### src/rtl/fetch_queue.sv
// Instruction buffer between fetch and decode: DEPTH-entry {pc, instr} FIFO with branch-flush
// that retains the delay slot. Latency 1 cycle (no bypass); in_ready gates the PC register.
module fetch_queue #(
    parameter int          DEPTH = 4,
    parameter int          PTR_W = 2,
    parameter logic [31:0] NOP   = 32'h0000_0000
) (
    input  logic             clk,
    input  logic             reset,
    input  logic             in_valid,
    input  logic [31:0]      in_pc,
    input  logic [31:0]      in_instr,
    output logic             in_ready,
    output logic             out_valid,
    output logic [31:0]      out_pc,
    output logic [31:0]      out_instr,
    input  logic             out_ready,
    input  logic             flush,
    output logic             slot_pend,
    output logic [PTR_W:0]   count
);

    localparam logic [31:0]    RESET_PC = 32'h0000_3000;
    localparam logic [PTR_W:0] FULL_CNT = (PTR_W+1)'(DEPTH);
    localparam logic [PTR_W:0] CNT_ONE  = (PTR_W+1)'(1);
    localparam logic [PTR_W-1:0] PTR_ONE = PTR_W'(1);
    localparam logic [PTR_W-1:0] PTR_TWO = PTR_W'(2);

    localparam logic [0:0] ST_IDLE = 1'b0;
    localparam logic [0:0] ST_PEND = 1'b1;

    logic [31:0]      pc_mem  [DEPTH];
    logic [31:0]      ins_mem [DEPTH];

    logic [PTR_W-1:0] rd_q, rd_d;
    logic [PTR_W-1:0] wr_q, wr_d;
    logic [PTR_W:0]   cnt_q, cnt_d;
    logic [0:0]       state_q, state_d;

    logic push, pop, do_flush, has_behind, wr_en;

    assign out_valid  = (cnt_q != '0);
    assign pop        = out_valid & out_ready;
    assign in_ready   = (cnt_q < FULL_CNT) | pop;
    assign push       = in_valid & in_ready;
    assign do_flush   = flush & pop;
    assign has_behind = (cnt_q > CNT_ONE);

    assign out_pc    = out_valid ? pc_mem[rd_q]  : RESET_PC;
    assign out_instr = out_valid ? ins_mem[rd_q] : NOP;
    assign slot_pend = (state_q == ST_PEND);
    assign count     = cnt_q;

    always_comb begin
        rd_d    = rd_q;
        wr_d    = wr_q;
        cnt_d   = cnt_q;
        state_d = state_q;
        wr_en   = 1'b0;
        if (do_flush) begin
            // Only one entry survives: the delay slot, taken from the queue first, else from fetch.
            rd_d = rd_q + PTR_ONE;
            if (has_behind) begin
                wr_d  = rd_q + PTR_TWO;
                cnt_d = CNT_ONE;
            end else if (push) begin
                wr_en = 1'b1;
                wr_d  = wr_q + PTR_ONE;
                cnt_d = CNT_ONE;
            end else begin
                cnt_d   = '0;
                state_d = ST_PEND;
            end
        end else begin
            if (push) begin
                wr_en   = 1'b1;
                wr_d    = wr_q + PTR_ONE;
                state_d = ST_IDLE;
            end
            if (pop) begin
                rd_d = rd_q + PTR_ONE;
            end
            case ({push, pop})
                2'b10:   cnt_d = cnt_q + CNT_ONE;
                2'b01:   cnt_d = cnt_q - CNT_ONE;
                default: cnt_d = cnt_q;
            endcase
        end
    end

    always_ff @(posedge clk) begin
        if (!reset) begin
            rd_q    <= '0;
            wr_q    <= '0;
            cnt_q   <= '0;
            state_q <= ST_IDLE;
        end else begin
            rd_q    <= rd_d;
            wr_q    <= wr_d;
            cnt_q   <= cnt_d;
            state_q <= state_d;
        end
    end

    // Storage needs no reset; validity is tracked by the count alone.
    always_ff @(posedge clk) begin
        if (wr_en) begin
            pc_mem[wr_q]  <= in_pc;
            ins_mem[wr_q] <= in_instr;
        end
    end

endmodule

### config.mk
export PLATFORM = sky130hd
export DESIGN_NAME = fetch_queue
export DESIGN_NICKNAME = d
export VERILOG_FILES = /design/src/rtl/fetch_queue.sv
export SDC_FILE = /design/constraint.sdc
export NUM_CORES = 1
export LEC_CHECK = 0
export BUFFER_PORTS_ARGS = -buffer_cell sky130_fd_sc_hd__buf_4
export CORE_UTILIZATION = 30
export CTS_BUF_LIST = sky130_fd_sc_hd__clkbuf_8
export DETAILED_ROUTE_END_ITERATION = 10
export RECOVER_POWER = 25
export REMOVE_ABC_BUFFERS = 1
export SYNTH_ARGS = -nofsm -noshare
export SYNTH_HDL_FRONTEND = slang
export SYNTH_SLANG_ARGS = --single-unit
export TNS_END_PERCENT = 100
### constraint.sdc
create_clock -name clk -period 5 [get_ports clk]
set_clock_uncertainty 0.1 [all_clocks]
set_input_delay 0.75 -clock clk [delete_from_list [all_inputs] [get_ports clk]]
set_output_delay 0.75 -clock clk [all_outputs]
set_load 0.01 [all_outputs]
==> reports/results.ini, run 1 <==
[status]
status = completed

[yosys]
synth_edf_count = 256
muxShareOfSynthArea_pct = 14.0
synth_fa_ha_area_share_pct = 0.974
synth_compound_area_share_pct = 1.32
ys_types = 35
synth_xor_area_share_pct = 0.256
synthSimpleGateAreaFrac_pct = 5.40
syn_area_per_cell_sq_um = 21.3
synth-seq-cells = 266
synth_ff_type = edfxtp_1
netlist_instances = 483
syn-cell-area_sq_um = 10300
ys_warn_count = 0
netlist.area_leader.share_pct = 74.8
ys_seq_area_share_pct = 76.8
async_flop_share_pct = 0
ys_top_cells_by_area = edfxtp_1, mux4_2, and2_1
synth_top_family_by_area = multiplexers
synth_top_cell_by_area = edfxtp_1

[clocking]
cts_max_path_buffers = 3
postCtsSetupRepairBufs = 0
clk_latency_ns = 0.53
cts_root_buf = clkbuf_8
cts_sinks = 266
cts_made_buffers = 43
post_cts_resize_count = 0
clkTransAtPathRegs_ns = 0.06
holdBufCountCts = 0
tritoncts = built
cts_htree_levels = 2

[floorplanning]
fp.dieW_microns = 187
core_sq_um = 33600
initial_core_util_pct = 30.6
num_io_pins = 139
die_h_microns = 187
fp-row-count = 67
die-area_sq_um = 35000

[final_layout]
final_cells = 1130
utilization_pct = 36.9
nets = 722
nFillCells = 3147
area_growth_pct = 20.8
drive_gt1_share_pct = 33.1

[placed_design]
io_buffers = 138
routabilityCongestion = 0.703
pre_cts_slack_ns = 1.91
place_inst = 1048
place_hpwl_mm = 12.2

[grt]
grt_max_degree = 70
grt_pass1_wl_mm = 31.6
grt_overflow = 0
grt_use_total_pct = 11.9
first_global_vias = 5291
grt_antenna_before_repair = 3

[routing]
drt_iter0_drc = 260
drtAntennaViolNets = 0
drt-vias-per-instance = 4.42
vias = 4998
avgRoutedWirePerCell_microns = 18.3
routed_wl_mm = 20.7
drc = 0
firstDrtPassIters = 6

[flow_run]
max_cap_violations = 0

[critical_path]
crit_type = reg -> out
ff2ff_setup_slack_ns = 2.13
cp.arrival_ns = 2.68
critPathMaxFanout = 43
startpoint_type = flip-flop
crit_required_ns = 4.15
end_kind = output port

[sta]
max_freq_mhz = 283
drv_slew = 0
worst_slack_ns = 1.47
rsz0062_at_grt = no
fin_crit_ns = 3.53
min_period_over_period_pct = 70.6
worst_pin_slew_ns = 1.02
setup_viol = 0
hold_viol = 0
slew_headroom_pct = 32.1
fin_tns_setup_ns = 0
timing.hold.ws_ns = 0.319

[pwr]
pwr-share-comb_pct = 23.8
seq_power_share_pct = 48.6
p_int_mw = 4.22
p_clk_share_pct = 27.6
vdd_ir_drop_max_mv = 0.200
power.density_nw_per_um2 = 469
swShare_pct = 27.5
p_sw_mw = 1.60
p_leak_nw = 4.13

[min_path]
hold_path_class = in -> reg

## critical path, stage by stage (launching register included)
cell and delay, ns:
dfxtp_4 0.94, buf_12 0.31, mux4_2 0.55, and2_1 0.18
buf_4 0.14
## synth_stat cells, types with 2 or more instances
cell	number
or2_2	2
nand2b_1	2
and2_1	66
ha_1	8
a21oi_1	4
or3_1	2
clkbuf_1	16
inv_1	8
xnor2_1	2
nor2_1	6
mux4_2	64
nand3_1	3
o21ai_0	4
nand2_1	4
edfxtp_1	256
buf_2	7
dfxtp_1	10
a211oi_1	2
## power groups by stage
stage          combinational, mW  sequential (mW)  clock [mW]
2_1_floorplan              0.788             2.87           0
3_3_place_gp                1.45             2.88           0
3_5_place_dp                1.45             2.89           0
4_1_cts                     1.45             2.85        1.66
5_1_grt                     1.51             2.87        1.75
6_report                    1.38             2.83        1.61
## sequential cells by signal (all words and copies together), names as in the netlist, named ones only
name and flops:
pc_mem 128, count 3, rd_q 2, ins_mem 128, slot_pend 1, wr_q 2
## cell type report
class	count	area, sq um	area share (%)
diodes	3	7.51	0.0605
clock buffers	43	592	4.77
clock inverters	36	153	1.23
inverters	9	33.8	0.272
multi-input cells	185	2270	18.3
flip-flops and latches	266	7900	63.6
well taps	448	561	4.52
repair buffers	140	906	7.30
## worst paths after layout
check                             startpoint        endpoint  cells past startpoint
worst max register to register      count[0]   pc_mem[0][21]                      5
worst max-delay path               flip-flop   out_instr[19]                      4
worst min-delay path            in_instr[28]  ins_mem[0][28]                      1
worst min register to register       rd_q[0]         wr_q[0]                      2
## per-layer routing
layer  part of all wire (%)  track usage [%]  up-vias
met1                     45             16.0     2508
met4                    1.9             3.75        2
met2                     47             18.3      162
met5                  0.082                0        -
li1                       -                -     2284
met3                    6.7             3.70       42
## placed cells by master (no fill, tap or decap), types with 2 or more instances in the layout
master | synthesis | final
and2_4 | 0 | 4
a211oi_1 | 2 | 2
edfxtp_1 | 256 | 256
diode_2 | 0 | 3
xnor2_1 | 2 | 2
nand2b_1 | 2 | 2
or3_1 | 2 | 2
dfxtp_1 | 10 | 8
ha_1 | 8 | 8
clkinv_2 | 0 | 5
nor2_1 | 6 | 6
clkinvlp_4 | 0 | 3
buf_4 | 0 | 97
dfxtp_4 | 0 | 2
mux4_2 | 64 | 64
o21ai_0 | 4 | 4
clkbuf_8 | 0 | 43
nand3_1 | 3 | 3
a21oi_1 | 4 | 4
or2_2 | 2 | 2
nand2_1 | 4 | 4
and2_1 | 66 | 62
inv_1 | 8 | 22
clkbuf_1 | 16 | 42
clkinv_1 | 0 | 14
## kinds of logic (layout without fill, tap and decap cells)
group                    count (synthesis)  count (layout)
AO/OA/AOI/OAI                           19              19
multiplexers                            64              64
XOR/XNOR                                 3               3
buffers and inverters                   32             228
adder cells (fa/ha/maj)                  8               8
other                                    0               3
AND/OR/NAND/NOR                         91              91
flip-flops                             266             266
## through the flow
| step | total power [mW] | cell area (sq um) |
|---|---|---|
| global placement | 4.33 | 11800 |
| detailed placement | 4.34 | 11800 |
| floorplan | 3.66 | 10200 |
| finish | 5.82 | 12400 |
| global route | 6.13 | 12400 |
| CTS | 5.96 | 12600 |
No activity file was read; power rests on OpenSTA's default activity.
==> inputs of run 2 (changes only) <==
clock period = 3.5 ns   (was 5 ns; I/O delays follow)
==> run 2 against run 1 <==
Net effect:
- die area unchanged
- first-iteration DRC count decreased by 1.9%
- critical path depth increased by 3
- worst setup slack got worse by 1.2 ns
- total power increased by 47%
- combinational power increased by 55%
- sequential power increased by 40%
- cell count increased by 0.80%
- cell area increased by 1.6%
- critical path type unchanged
==> reports/results.ini, run 2 (synthesis results as in run 1) <==
[status]
status = completed  ; unchanged

[routing]
firstDrtPassIters = 4  ; was 6
drc = 0  ; unchanged
drt-vias-per-instance = 4.44  ; was 4.42
drtAntennaViolNets = 0  ; unchanged
vias = 5053  ; was 4998
avgRoutedWirePerCell_microns = 18.9  ; was 18.3 microns
routed_wl_mm = 21.5  ; was 20.7 mm
drt_iter0_drc = 255  ; was 260

[critical_path]
reg2reg_to = pc_mem[0][11]  ; was pc_mem[0][21]
r2r_start = count[0]  ; unchanged
end_kind = output port  ; unchanged
startpoint_type = flip-flop  ; unchanged
critPathMaxFanout = 43  ; unchanged
crit_required_ns = 2.87  ; was 4.15 ns
ff2ff_setup_slack_ns = 0.64  ; was 2.13 ns
crit_type = reg -> out  ; unchanged
worstRegToRegCells = 8  ; was 5
cp.arrival_ns = 2.57  ; was 2.68 ns

[clocking]
clkTransAtPathRegs_ns = 0.06  ; about the same
cts_made_buffers = 45  ; was 43
postCtsSetupRepairBufs = 0  ; unchanged
holdBufCountCts = 0  ; unchanged
post_cts_resize_count = 0  ; unchanged
cts_htree_levels = 2  ; unchanged
tritoncts = built  ; unchanged
cts_max_path_buffers = 3  ; unchanged
cts_root_buf = clkbuf_8  ; unchanged
clk_latency_ns = 0.53  ; about the same
cts_sinks = 266  ; unchanged

[grt]
first_global_vias = 5461  ; was 5291
grt_antenna_before_repair = 0  ; was 3
grt_pass1_wl_mm = 33.2  ; was 31.6 mm
grt_max_degree = 65  ; was 70
grt_use_total_pct = 12.4  ; was 11.9%
grt_overflow = 0  ; unchanged

[final_layout]
area_growth_pct = 22.7  ; was 20.8%
drive_gt1_share_pct = 34.6  ; was 33.1%
multi_input_area_sq_um = 2270  ; unchanged
final_cell_mix = edfxtp_1, buf_4, mux4_2  ; unchanged
final_common_cell = edfxtp_1  ; unchanged
design_area_sq_um = 12600  ; was 12400 sq um
register_area_sq_um = 7900  ; unchanged
nFillCells = 3139  ; was 3147
nets = 737  ; was 722

[sta]
max_freq_mhz = 313
hold_viol = 0  ; unchanged
drv_slew = 0  ; unchanged
min_period_over_period_pct = 91.2
rsz0062_at_grt = no  ; unchanged
worst_pin_slew_ns = 0.644  ; was 1.02 ns
worst_slack_ns = 0.307  ; was 1.47 ns
slew_headroom_pct = 57.1  ; was 32.1%
timing.hold.ws_ns = 0.109  ; was 0.319 ns
setup_viol = 0  ; unchanged
fin_crit_ns = 3.19

[placed_design]
dpl_cell_area_sq_um = 12000  ; was 11800 sq um
io_buffers = 138  ; unchanged
place_hpwl_mm = 13.4  ; was 12.2 mm
routabilityCongestion = 0.703  ; unchanged
pre_cts_slack_ns = 0.638  ; was 1.91 ns

[floorplanning]
die-area_sq_um = 35000  ; unchanged
fp-row-count = 67  ; unchanged
num_io_pins = 139  ; unchanged
fp.dieW_microns = 187  ; unchanged
initial_core_util_pct = 30.6  ; unchanged
core_sq_um = 33600  ; unchanged
die_h_microns = 187  ; unchanged

[min_path]
holdPathStages = 1  ; unchanged
hold_path_class = in -> reg  ; unchanged
min_from = in_instr[5]  ; was in_instr[28]
worst_hold_path.endpoint = ins_mem[0][5]  ; was ins_mem[0][28]

[flow_run]
max_cap_violations = 0  ; unchanged

[pwr]
vdd_ir_drop_max_mv = 0.265  ; was 0.200 mV
p_leak_nw = 4.22  ; was 4.13 nW
power.density_nw_per_um2 = 680  ; was 469 nW/um^2

[run 2: report_power, final]
group / internal, mW / total (mW) / switching [mW]
Combinational: 1.09 / 2.14 / 1.06
Sequential: 3.84 / 3.96 / 0.117
Clock: 1.31 / 2.47 / 1.16
[run 2: through the flow]
step,util [%],power (mW),setup TNS (ns),cells
2_1_floorplan,-,5.22,-64.73,460
3_3_place_gp,35.6,6.24,0,1061
3_5_place_dp,35.6,6.26,0,1061
4_1_cts,38.0,8.77,0,1138
5_1_grt,37.5,9.03,0,1138
6_report,37.5,8.57,0,1139
[run 2: worst max path at each step]
stage,from,endpoint,slack (ns)
floorplan,flip-flop,out_pc[12],-0.80
global placement,count[0],out_instr[1],0.74
detailed placement,count[0],pc_mem[0][14],0.64
CTS,count[0],out_instr[1],0.08
global route,count[0],out_instr[1],0.11
finish,count[0],out_instr[1],0.31
[run 2: per-layer routing]
metal / vias up / track usage [%] / share of wire (%) / routed length [microns]
li1: 2305 / - / - / -
met3: 37 / 3.41 / 5.6 / 1210
met1: 2573 / 16.7 / 45 / 9790
met4: 0 / 3.40 / 1.4 / 307
met5: - / 0 / 0 / 0
met2: 138 / 19.9 / 47 / 10200
[run 2: cell type report]
class / instances / share of cell area [%]
multi-input cells: 185 / 18.0
inverters: 9 / 0.268
diodes: 1 / 0.0198
clock buffers: 47 / 5.13
well taps: 448 / 4.45
repair buffers: 153 / 8.36
clock inverters: 30 / 1.17
flip-flops and latches: 266 / 62.6
[run 2: critical path: stages, from the launching register on]
cell	delay, ns
dfxtp_1	0.45
inv_1	0.10
ha_1	0.23
nor2b_4	0.14
inv_2	0.34
buf_6	0.35
and2_1	0.25
buf_4	0.14
